## src/rtl/ygr019_data_fifo_if.sv

```systemverilog
// ygr019_data_fifo_if
//   Bundles the FIFO's control strobes, the host and CD-side data ports, the
//   transfer-counter controls and the DATASTAT status outputs.
//   slave  : the FIFO itself (takes strobes and data, drives DO and status)
//   master : the surrounding logic (drives strobes and data, observes DO and status)
interface ygr019_data_fifo_if #(
  parameter int unsigned DEPTH_LOG2 = 3
);
  logic                  DIR_SET;
  logic                  DIR_IN;
  logic                  FLUSH;
  logic                  HOST_WR;
  logic                  HOST_RD;
  logic [15:0]           HOST_DI;
  logic [15:0]           HOST_DO;
  logic                  CD_WR;
  logic                  CD_RD;
  logic [15:0]           CD_DI;
  logic [15:0]           CD_DO;
  logic                  TC_LOAD;
  logic [17:0]           TC_VAL;
  logic                  EMP;
  logic                  FUL;
  logic                  DIR;
  logic [DEPTH_LOG2:0]   LEVEL;
  logic                  TC_BUSY;
  logic                  TC_DONE;
  logic                  OVF;

  modport slave (
    input  DIR_SET, DIR_IN, FLUSH,
    input  HOST_WR, HOST_RD, HOST_DI,
    input  CD_WR, CD_RD, CD_DI,
    input  TC_LOAD, TC_VAL,
    output HOST_DO, CD_DO,
    output EMP, FUL, DIR, LEVEL, TC_BUSY, TC_DONE, OVF
  );

  modport master (
    output DIR_SET, DIR_IN, FLUSH,
    output HOST_WR, HOST_RD, HOST_DI,
    output CD_WR, CD_RD, CD_DI,
    output TC_LOAD, TC_VAL,
    input  HOST_DO, CD_DO,
    input  EMP, FUL, DIR, LEVEL, TC_BUSY, TC_DONE, OVF
  );
endinterface

```

## src/rtl/ygr019_data_fifo.sv

```systemverilog
// ygr019_data_fifo
//   16-bit word FIFO behind the CD block host data window. The direction bit
//   selects which side pushes and which side pops; the FIFO reports EMP/FUL/DIR
//   status and runs an 18-bit transfer counter that pulses TC_DONE when the
//   last host-side word of a transfer has been accepted.
// Ports
//   CLK  : system clock, rising edge
//   RST  : asynchronous active-high reset
//   bus  : ygr019_data_fifo_if.slave (strobes, data, counter load, status)
module ygr019_data_fifo #(
  parameter int unsigned DEPTH_LOG2 = 3
) (
  input  logic                  CLK,
  input  logic                  RST,
  ygr019_data_fifo_if.slave     bus
);

  localparam logic [DEPTH_LOG2:0]   LVL_FULL = {1'b1, {DEPTH_LOG2{1'b0}}};
  localparam logic [DEPTH_LOG2:0]   LVL_ONE  = (DEPTH_LOG2+1)'(1);
  localparam logic [DEPTH_LOG2-1:0] PTR_ONE  = DEPTH_LOG2'(1);

  logic [15:0]           mem_q [1 << DEPTH_LOG2];
  logic [DEPTH_LOG2-1:0] wr_ptr_q, wr_ptr_d;
  logic [DEPTH_LOG2-1:0] rd_ptr_q, rd_ptr_d;
  logic [DEPTH_LOG2:0]   level_q,  level_d;
  logic                  dir_q,    dir_d;
  logic [17:0]           tc_q,     tc_d;
  logic                  tc_done_q, tc_done_d;
  logic                  ovf_q,    ovf_d;

  logic                  emp, ful;
  logic                  push_req, pop_req;
  logic                  push_ok, pop_ok, host_acc;
  logic [15:0]           push_data;
  logic                  mem_we;
  logic [15:0]           head;

  always_comb begin
    emp       = (level_q == '0);
    ful       = (level_q == LVL_FULL);
    push_req  = dir_q ? bus.HOST_WR : bus.CD_WR;
    push_data = dir_q ? bus.HOST_DI : bus.CD_DI;
    pop_req   = dir_q ? bus.CD_RD   : bus.HOST_RD;
    // Acceptance is judged on pre-edge state: a simultaneous pop does not make
    // room for a push into a full FIFO, and vice versa for an empty one.
    push_ok   = push_req & ~ful;
    pop_ok    = pop_req  & ~emp;
    host_acc  = dir_q ? push_ok : pop_ok;

    wr_ptr_d  = wr_ptr_q;
    rd_ptr_d  = rd_ptr_q;
    level_d   = level_q;
    dir_d     = dir_q;
    tc_d      = tc_q;
    tc_done_d = 1'b0;
    ovf_d     = ovf_q;
    mem_we    = 1'b0;

    if (bus.FLUSH) begin
      wr_ptr_d = '0;
      rd_ptr_d = '0;
      level_d  = '0;
      tc_d     = '0;
      ovf_d    = 1'b0;
    end else if (bus.DIR_SET) begin
      dir_d    = bus.DIR_IN;
      wr_ptr_d = '0;
      rd_ptr_d = '0;
      level_d  = '0;
      ovf_d    = 1'b0;
    end else begin
      if (push_ok) begin
        mem_we   = 1'b1;
        wr_ptr_d = wr_ptr_q + PTR_ONE;
      end
      if (pop_ok) begin
        rd_ptr_d = rd_ptr_q + PTR_ONE;
      end
      if (push_ok && !pop_ok) begin
        level_d = level_q + LVL_ONE;
      end else if (pop_ok && !push_ok) begin
        level_d = level_q - LVL_ONE;
      end
      if ((push_req && ful) || (pop_req && emp)) begin
        ovf_d = 1'b1;
      end
      // A load in the same cycle as a host access replaces the count; the
      // access still moves data but does not consume from the new count.
      if (bus.TC_LOAD) begin
        tc_d = bus.TC_VAL;
      end else if (host_acc && (tc_q != '0)) begin
        tc_d      = tc_q - 18'd1;
        tc_done_d = (tc_q == 18'd1);
      end
    end
  end

  always_ff @(posedge CLK or posedge RST) begin
    if (RST) begin
      wr_ptr_q  <= '0;
      rd_ptr_q  <= '0;
      level_q   <= '0;
      dir_q     <= 1'b0;
      tc_q      <= '0;
      tc_done_q <= 1'b0;
      ovf_q     <= 1'b0;
    end else begin
      wr_ptr_q  <= wr_ptr_d;
      rd_ptr_q  <= rd_ptr_d;
      level_q   <= level_d;
      dir_q     <= dir_d;
      tc_q      <= tc_d;
      tc_done_q <= tc_done_d;
      ovf_q     <= ovf_d;
    end
  end

  // Storage is not reset; unwritten entries are never visible because the
  // head outputs are forced to all-ones while the FIFO is empty.
  always_ff @(posedge CLK) begin
    if (mem_we) begin
      mem_q[wr_ptr_q] <= push_data;
    end
  end

  always_comb begin
    head        = mem_q[rd_ptr_q];
    bus.HOST_DO = (!dir_q && !emp) ? head : '1;
    bus.CD_DO   = ( dir_q && !emp) ? head : '1;
    bus.EMP     = emp;
    bus.FUL     = ful;
    bus.DIR     = dir_q;
    bus.LEVEL   = level_q;
    bus.TC_BUSY = (tc_q != '0);
    bus.TC_DONE = tc_done_q;
    bus.OVF     = ovf_q;
  end

endmodule
```

## src/flat_wrapper.sv

```systemverilog
// flat-port wrapper written by rule: the top's interface ports become plain ports
module ygr019_data_fifo_flat 
#(
  parameter int unsigned DEPTH_LOG2 = 3
)
  (CLK, RST, bus_DIR_SET, bus_DIR_IN, bus_FLUSH, bus_HOST_WR, bus_HOST_RD, bus_HOST_DI, bus_CD_WR, bus_CD_RD, bus_CD_DI, bus_TC_LOAD, bus_TC_VAL, bus_HOST_DO, bus_CD_DO, bus_EMP, bus_FUL, bus_DIR, bus_LEVEL, bus_TC_BUSY, bus_TC_DONE, bus_OVF);
  ygr019_data_fifo_if #(.DEPTH_LOG2(DEPTH_LOG2)) bus_i ();
  input  logic CLK;
  input  logic RST;
  input wire logic [$bits(bus_i.DIR_SET)-1:0] bus_DIR_SET;
  input wire logic [$bits(bus_i.DIR_IN)-1:0] bus_DIR_IN;
  input wire logic [$bits(bus_i.FLUSH)-1:0] bus_FLUSH;
  input wire logic [$bits(bus_i.HOST_WR)-1:0] bus_HOST_WR;
  input wire logic [$bits(bus_i.HOST_RD)-1:0] bus_HOST_RD;
  input wire logic [$bits(bus_i.HOST_DI)-1:0] bus_HOST_DI;
  input wire logic [$bits(bus_i.CD_WR)-1:0] bus_CD_WR;
  input wire logic [$bits(bus_i.CD_RD)-1:0] bus_CD_RD;
  input wire logic [$bits(bus_i.CD_DI)-1:0] bus_CD_DI;
  input wire logic [$bits(bus_i.TC_LOAD)-1:0] bus_TC_LOAD;
  input wire logic [$bits(bus_i.TC_VAL)-1:0] bus_TC_VAL;
  output wire logic [$bits(bus_i.HOST_DO)-1:0] bus_HOST_DO;
  output wire logic [$bits(bus_i.CD_DO)-1:0] bus_CD_DO;
  output wire logic [$bits(bus_i.EMP)-1:0] bus_EMP;
  output wire logic [$bits(bus_i.FUL)-1:0] bus_FUL;
  output wire logic [$bits(bus_i.DIR)-1:0] bus_DIR;
  output wire logic [$bits(bus_i.LEVEL)-1:0] bus_LEVEL;
  output wire logic [$bits(bus_i.TC_BUSY)-1:0] bus_TC_BUSY;
  output wire logic [$bits(bus_i.TC_DONE)-1:0] bus_TC_DONE;
  output wire logic [$bits(bus_i.OVF)-1:0] bus_OVF;
  assign bus_i.DIR_SET = bus_DIR_SET;
  assign bus_i.DIR_IN = bus_DIR_IN;
  assign bus_i.FLUSH = bus_FLUSH;
  assign bus_i.HOST_WR = bus_HOST_WR;
  assign bus_i.HOST_RD = bus_HOST_RD;
  assign bus_i.HOST_DI = bus_HOST_DI;
  assign bus_i.CD_WR = bus_CD_WR;
  assign bus_i.CD_RD = bus_CD_RD;
  assign bus_i.CD_DI = bus_CD_DI;
  assign bus_i.TC_LOAD = bus_TC_LOAD;
  assign bus_i.TC_VAL = bus_TC_VAL;
  assign bus_HOST_DO = bus_i.HOST_DO;
  assign bus_CD_DO = bus_i.CD_DO;
  assign bus_EMP = bus_i.EMP;
  assign bus_FUL = bus_i.FUL;
  assign bus_DIR = bus_i.DIR;
  assign bus_LEVEL = bus_i.LEVEL;
  assign bus_TC_BUSY = bus_i.TC_BUSY;
  assign bus_TC_DONE = bus_i.TC_DONE;
  assign bus_OVF = bus_i.OVF;
  ygr019_data_fifo #(.DEPTH_LOG2(DEPTH_LOG2)) u_core (.CLK(CLK), .RST(RST), .bus(bus_i));
endmodule
```

## config.mk

```make
export PLATFORM = sky130hd
export DESIGN_NAME = ygr019_data_fifo_flat
export DESIGN_NICKNAME = d
export VERILOG_FILES = /design/src/rtl/ygr019_data_fifo_if.sv /design/src/rtl/ygr019_data_fifo.sv /design/src/flat_wrapper.sv
export SDC_FILE = /design/constraint.sdc
export NUM_CORES = 1
export LEC_CHECK = 0
export CAP_MARGIN = 20
export CORE_MARGIN = 2
export CORE_UTILIZATION = 55
export DETAILED_ROUTE_END_ITERATION = 12
export PLACE_DENSITY = 0.8
export SYNTH_ARGS = -nofsm -noshare
export SYNTH_HDL_FRONTEND = slang
export SYNTH_SLANG_ARGS = --single-unit
export TNS_END_PERCENT = 100
```

## constraint.sdc

```tcl
create_clock -name CLK -period 3.3 [get_ports CLK]
set_input_delay 0.825 -clock CLK [delete_from_list [all_inputs] [get_ports CLK]]
set_output_delay 0.825 -clock CLK [all_outputs]
set_load 0.02 [all_outputs]
```

==> flow_summary.yaml, run 1 <==
outcome:
  outcome: "completed"
floorplan:
  die_area_mm2: 0.0141
  core_area_mm2: 0.0127
  num_io_pins: 102
  die-width_um: 119
  die_y_um: 119
  floorplan.initialDensity_pct: 57.0
  core.rowCount: 41
worst_hold_path:
  hold_path_class: "flip-flop to flip-flop"
  worstHoldStart: "u_core.bus.OVF$_DFFE_PP0P_"
clock_network:
  clock_sinks: 159
  total_cts_buffers: 17
  clkSlewWorstSetupHoldPaths_ns: 0.06
  cts_buffer_depth: 2
  clock_tree.htree_level_count: 4
  cts_tree: "yes"
  insertion_delay_ns: 0.43
  holdBufCountCts: 0
  cts_root_buf: "clkbuf_16"
global_route:
  grt_start_max_net_pins: 22
  grt_util_met1_pct: 33.5
  grt.met2_usage_pct: 40.3
  grt.busiest_layer: "met2"
  gr-total-overflow: 0
  grt_pass1_vias: 4846
  number_of_antenna_violations_at_the_first_check_in_global_routing: 0
  grt.met3_usage_pct: 5.79
  aggregate_global_route_resource_usage_pct: 25.2
  grt_pass1_wl_um: 26600
synthesis:
  yosysSeqAreaShare_pct: 63.7
  synth_edf_count: 128
  yosys.cell_count.top_type: "edfxtp_1"
  post_synth_most_frequent_cells: "128 x edfxtp_1, 56 x nand2_1, 33 x nor2_1"
  postSynthCellCount: 490
  synth-warning-count: 0
  postSynth.asyncResetShare_pct: 19.5
  synth.top_cell.area_share_pct: 53.0
  dominantRegCellSynth: "edfxtp_1"
  net_count_after_synthesis: 558
  synth_cell_type_count: 64
  yosys_register_bits: 159
  synth.avg_cell_area_um2: 14.8
  cell_area_synth_mm2: 0.00725
  synthTopCellsByArea: "edfxtp_1 53%, dfrtp_1 11%, mux4_2 9.9%"
  synth_largest_area_cell: "edfxtp_1"
sta:
  timing.slew.headroom_pct: 58.0
  setup-violations-final: 0
  final_period_minus_worst_setup_slack_ns: 3.22
  max_slew.worst_pin.slew_ns: 0.625
  totalNegativeSetupSlack_ns: 0
  fmax_mhz: 310
  final.setup_skew_ns: 0.00794
  layout_worst_path_cycle_share_pct: 97.7
  hold_violations: 0
  maxSlewViolCount: 0
  setup_repair_after_global_routing_missed_its_margin: "false"
cells_and_area:
  flow.area_growth_from_synthesis_pct: 30.2
  finish.net_count: 693
  nFillCells: 820
  antenna_cells: 0
  final_design_utilization_pct: 74.2
  final_layout_size_suffix_gt1_share_pct: 23.4
  finalNonFillerCells: 810
  postLayoutCellArea_mm2: 0.00944
place:
  place.gp.congestion: 0.939
  port-buffer-count: 101
  dpl_cell_area_mm2: 0.00875
  hpwl_um: 11500
  placed_instances: 777
power:
  power_density_mw_per_mm2: 615
  total_leakage_power_nw: 3.25
  peakVddDrop_uv: 594
setup_path:
  critical_path.endpoint_type: "primary output"
  path_max_fanout: 5
  crit_type: "flip-flop to primary output"
  critPathLaunch: "u_core.rd_ptr_q[0]$_DFFE_PP0P_"
  launch_point_of_the_worst_reg_to_reg_path: "u_core.bus.DIR$_DFFE_PP0P_"
  crit_arrival_ns: 2.40
  reg2reg_setup_slack_ns: 0.40
  critical_path.startpoint_type: "flip-flop"
  critPathRequiredTime_ns: 2.47
detailed_routing:
  firstDrtPassIters: 8
  avgRoutedWirePerCell_um: 20.9
  route.vias.total: 4832
  drt_wl_total_um: 17000
  detail_route.iter0.violations: 468
  drt-vias-per-instance: 5.97
  number_of_drc_violations_after_detailed_routing: 0
  route.antenna.remaining_nets: 0
run:
  maxCapViolations: 0
## routing by layer
metal	share of wire, %	wire [um]
met2	48	8140
met4	2.0	336
met5	0	0
met1	43	7310
met3	6.9	1170
## worst paths after layout
path / endpoint / cells past startpoint
max: bus_HOST_DO[3] / 5
min: u_core.bus.OVF$_DFFE_PP0P_ / 2
max reg2reg: u_core.bus.LEVEL[3]$_DFFE_PP0P_ / 11
min reg2reg: u_core.bus.OVF$_DFFE_PP0P_ / 2
max in group asynchronous: u_core.rd_ptr_q[0]$_DFFE_PP0P_ / 3
min in group asynchronous: u_core.tc_q[4]$_DFFE_PP0P_ / 2
## cells by family (layout without fill, tap and decap cells)
family / count (synthesis) / after routing / share of synthesized area, %
flops: 159 / 159 / 63.7
simple gates: 141 / 141 / 9.34
compound gates: 70 / 70 / 7.32
mux: 68 / 68 / 15.2
buf+inv: 37 / 185 / 2.09
fa+ha+maj: 8 / 8 / 1.48
xor+xnor: 7 / 7 / 0.846
## registers in the layout, summed over array words and instances (netlist names)
name / cells
u_core.bus.OVF: 1
u_core.tc_q: 18
u_core.bus.DIR: 1
u_core.bus.LEVEL: 4
u_core.bus.TC_DONE: 1
u_core.rd_ptr_q: 3
u_core.wr_ptr_q: 3
u_core.mem_q: 128
## layout by cell type, fill, tap and decap left out, types with 3 or more instances in the layout
| master | n |
|---|---|
| a21oi_1 | 14 |
| a22o_1 | 3 |
| buf_12 | 6 |
| buf_4 | 32 |
| bufinv_16 | 5 |
| clkbuf_16 | 17 |
| clkdlybuf4s50_1 | 76 |
| clkinv_1 | 3 |
| clkinv_4 | 3 |
| clkinvlp_4 | 4 |
| dfrtp_1 | 29 |
| dlygate4sd2_1 | 14 |
| dlymetal6s2s_1 | 11 |
| edfxtp_1 | 128 |
| ha_1 | 7 |
| inv_1 | 12 |
| mux2_2 | 16 |
| mux2i_1 | 18 |
| mux4_2 | 32 |
| nand2_1 | 56 |
| nand2b_1 | 4 |
| nand3_1 | 10 |
| nor2_1 | 26 |
| nor2_2 | 7 |
| nor3_1 | 8 |
| nor3_2 | 3 |
| nor4_1 | 5 |
| o211ai_1 | 3 |
| o21ai_0 | 9 |
| o22ai_1 | 8 |
| o311ai_0 | 7 |
| o31ai_1 | 3 |
| or4_1 | 4 |
| xnor2_1 | 3 |
| xor2_1 | 4 |
## repair_timing
item | 4_1_cts | 5_1_grt
gates resized for setup | 19 | 13
setup buffers | 1 | 0
endpoints found under the hold margin | 0 | 0
setup endpoints to repair | 33 | 17
pin swaps | 0 | 0
## metrics by stage
step / setup WS (ns) / hold slack, ns / power [mW]
4_1_cts: 0.0156 / 0.522 / 5.82
3_5_place_dp: 0.0965 / 0.504 / 3.73
2_1_floorplan: 0.0339 / 0.504 / 3.16
6_report: 0.0773 / 0.523 / 5.81
3_3_place_gp: 0.238 / 0.486 / 3.70
5_1_grt: 0.00323 / 0.565 / 6.01
## worst max-delay path, stage by stage (launching register included)
cell and delay [ns]:
dfrtp_2 0.42, buf_4 0.19, mux4_2 0.51, mux2i_1 0.23, nand2_1 0.08, clkdlybuf4s50_1 0.54
## where the power goes
| part | switching, mW | leakage (nW) | internal (mW) |
|---|---|---|---|
| Sequential | 0.0628 | 1.57 | 2.26 |
| Combinational | 0.781 | 1.38 | 0.587 |
| Clock | 0.784 | 0.300 | 1.34 |
## cell type report
class | instances | area (um^2) | area share [%]
inverter | 14 | 55.1 | 0.583
clock buffer | 17 | 425 | 4.51
sequential | 159 | 4620 | 49.0
tap | 172 | 215 | 2.28
multi-input combinational | 294 | 2520 | 26.7
clock inverter | 15 | 219 | 2.32
timing repair buffer | 139 | 1380 | 14.6
Note: power is estimated with default switching activity, not from simulation.
==> run 2, diff against run 1 <==
--- a/config.mk
+++ b/config.mk
@@ -6,7 +6,7 @@
 export NUM_CORES = 1
 export LEC_CHECK = 0
 export CAP_MARGIN = 20
-export CORE_MARGIN = 2
+export CORE_MARGIN = 8
 export CORE_UTILIZATION = 55
 export DETAILED_ROUTE_END_ITERATION = 12
 export PLACE_DENSITY = 0.8
==> flow_summary.yaml, run 2 (synthesized netlist as in run 1, its figures left out) <==
setup_path:
  path_max_fanout: 21
  reg2reg_setup_slack_ns: 0.59
  crit_type: "flip-flop to primary output"
  launch_point_of_the_worst_reg_to_reg_path: "u_core.bus.DIR$_DFFE_PP0P_"
  crit_arrival_ns: 2.40
  critical_path.endpoint_type: "primary output"
  critPathRequiredTime_ns: 2.47
  r2r.worst_path.cells: 10
  reg2reg_to: "u_core.bus.LEVEL[3]$_DFFE_PP0P_"
  critical_path.startpoint_type: "flip-flop"
sta:
  final_period_minus_worst_setup_slack_ns: 3.23
  setup-violations-final: 0
  fmax_mhz: 310
  hold_violations: 0
  holdWs_ns: 0.517
  max_slew.worst_pin.slew_ns: 0.697
  final.setup_skew_ns: 0.00733
  layout_worst_path_cycle_share_pct: 97.8
  maxSlewViolCount: 0
  timing.slew.headroom_pct: 53.2
  post_route_setup_slack_ns: 0.0719
cells_and_area:
  register_area_mm2: 0.00462
  mostFrequentLayoutCell: "edfxtp_1"
  multi_input_comb_area_mm2: 0.00250
  regMostFlops: "u_core.mem_q"
  finish.net_count: 692
  most-common-layout-cells: "128 x edfxtp_1, 75 x clkdlybuf4s50_1, 56 x nand2_1"
  final_design_utilization_pct: 71.8
  antenna_cells: 0
  nFillCells: 857
  largest_register_ffs: 128
  flow.area_growth_from_synthesis_pct: 29.1
  final_layout_size_suffix_gt1_share_pct: 21.1
detailed_routing:
  detail_route.iter0.violations: 438
  avgRoutedWirePerCell_um: 21.2
  firstDrtPassIters: 6
  drt-vias-per-instance: 5.89
  number_of_drc_violations_after_detailed_routing: 0
  drt_wl_total_um: 17200
  route.antenna.remaining_nets: 0
  route.vias.total: 4784
worst_hold_path:
  hold_end: "u_core.bus.OVF$_DFFE_PP0P_"
  holdPathStages: 2
  worstHoldStart: "u_core.bus.OVF$_DFFE_PP0P_"
  hold_path_class: "flip-flop to flip-flop"
power:
  total_power_mw: 5.67
  power_frac_seq_pct: 40.9
  power_density_mw_per_mm2: 606
  peakVddDrop_uv: 411
  sw_frac_of_total_pct: 27.3
  internal_power_mw: 4.12
  clock_power_share_pct: 35.0
  total_leakage_power_nw: 3.26
  p_sw_mw: 1.55
  pwr-share-comb_pct: 24.0
clock_network:
  cts_buffer_depth: 2
  cts_tree: "yes"
  insertion_delay_ns: 0.42
  total_cts_buffers: 17
  clkSlewWorstSetupHoldPaths_ns: 0.06
  cts_root_buf: "clkbuf_16"
  postCtsSetupBuffers: 0
  clock_sinks: 159
  clock_tree.htree_level_count: 4
place:
  place.gp.congestion: 0.956
  post-place-ws_ns: 0.0784
  port-buffer-count: 101
  hpwl_um: 12300
global_route:
  grt_start_max_net_pins: 23
  grt_pass1_vias: 5043
  gr-total-overflow: 0
  number_of_antenna_violations_at_the_first_check_in_global_routing: 0
  grt_pass1_wl_um: 26700
  aggregate_global_route_resource_usage_pct: 21.1
floorplan:
  floorplan.initialDensity_pct: 55.6
  die-width_um: 131
  die_y_um: 131
  die_area_mm2: 0.0171
  core_area_mm2: 0.0130
  num_io_pins: 102
  core.rowCount: 42
outcome:
  outcome: "completed"
run:
  maxCapViolations: 0
## run 2: changes by cell type in the layout (fill, tap and decap cells not counted), sizes merged
cell / change
clkinvlp: -4
dlymetal6s2s: +12
dlygate4sd2: -11
clkinv: -3
buf: -1
bufinv: -1
clkdlybuf4s50: -1
clkbuf: +7
## run 2: power by group through the flow
stage	Sequential [mW]	Clock, mW	Combinational, mW
floorplan	2.35	0	0.811
global placement	2.35	0	1.33
detailed placement	2.36	0	1.37
CTS	2.32	2.01	1.37
global route	2.33	2.09	1.47
finish	2.32	1.99	1.36
## run 2: metrics by stage
stage          instances  instance area [um^2]  TNS [ns]
2_1_floorplan        490                  7250         0
3_3_place_gp         781                  8680         0
3_5_place_dp         781                  8680         0
4_1_cts              812                  9290         0
5_1_grt              812                  9360   -0.0203
6_report             812                  9360         0
## run 2: repair_timing
item / 4_1_cts / 5_1_grt
hold buffers: 0 / 0
setup endpoints to repair: 14 / 30
gates resized for setup: 5 / 26
pin swaps: 0 / 0
## run 2: how the worst max path moves through the flow
stage | from | endpoint | slack [ns] | depth (start not counted)
final | u_core.rd_ptr_q[0]$_DFFE_PP0P_ | bus_CD_DO[15] | 0.07 | 5
after CTS | u_core.rd_ptr_q[0]$_DFFE_PP0P_ | bus_HOST_DO[9] | 0.002 | 5
after floorplan | bus_FLUSH | u_core.mem_q[0][0]$_DFFE_PP_ | 0.03 | 4
after global routing | u_core.rd_ptr_q[0]$_DFFE_PP0P_ | bus_CD_DO[15] | -0.02 | 5
after global placement | bus_HOST_WR | u_core.bus.LEVEL[3]$_DFFE_PP0P_ | 0.22 | 11
after detailed placement | bus_HOST_WR | u_core.bus.LEVEL[3]$_DFFE_PP0P_ | 0.08 | 11
## run 2: critical path, stage by stage (launching register included)
cell             delay [ns]
dfrtp_2                0.39
buf_12                 0.21
mux4_2                 0.53
mux2i_1                0.21
nand2_1                0.08
clkdlybuf4s50_1        0.55
## run 2: layer usage
layer	part of all wire, %	track usage (%)
met1	41	25.8
met2	50	34.7
met3	7.5	6.86
met4	1.5	7.56
met5	0	0
## run 2: area by class of cell
type                       instances  area share, %
timing repair buffer             138           14.5
clock inverter                     7           1.47
sequential                       159           49.4
multi-input combinational        294           26.8
inverter                          14          0.562
clock buffer                      24           4.94
tap                              176           2.35
==> run 3, diff against run 2 <==
--- a/config.mk
+++ b/config.mk
@@ -8,6 +8,7 @@
 export CAP_MARGIN = 20
 export CORE_MARGIN = 8
 export CORE_UTILIZATION = 55
+export CTS_CLUSTER_SIZE = 30
 export DETAILED_ROUTE_END_ITERATION = 12
 export PLACE_DENSITY = 0.8
 export SYNTH_ARGS = -nofsm -noshare
==> results of run 3 <==
Same layout as run 2: the final DEF is identical, and so are final timing and power.
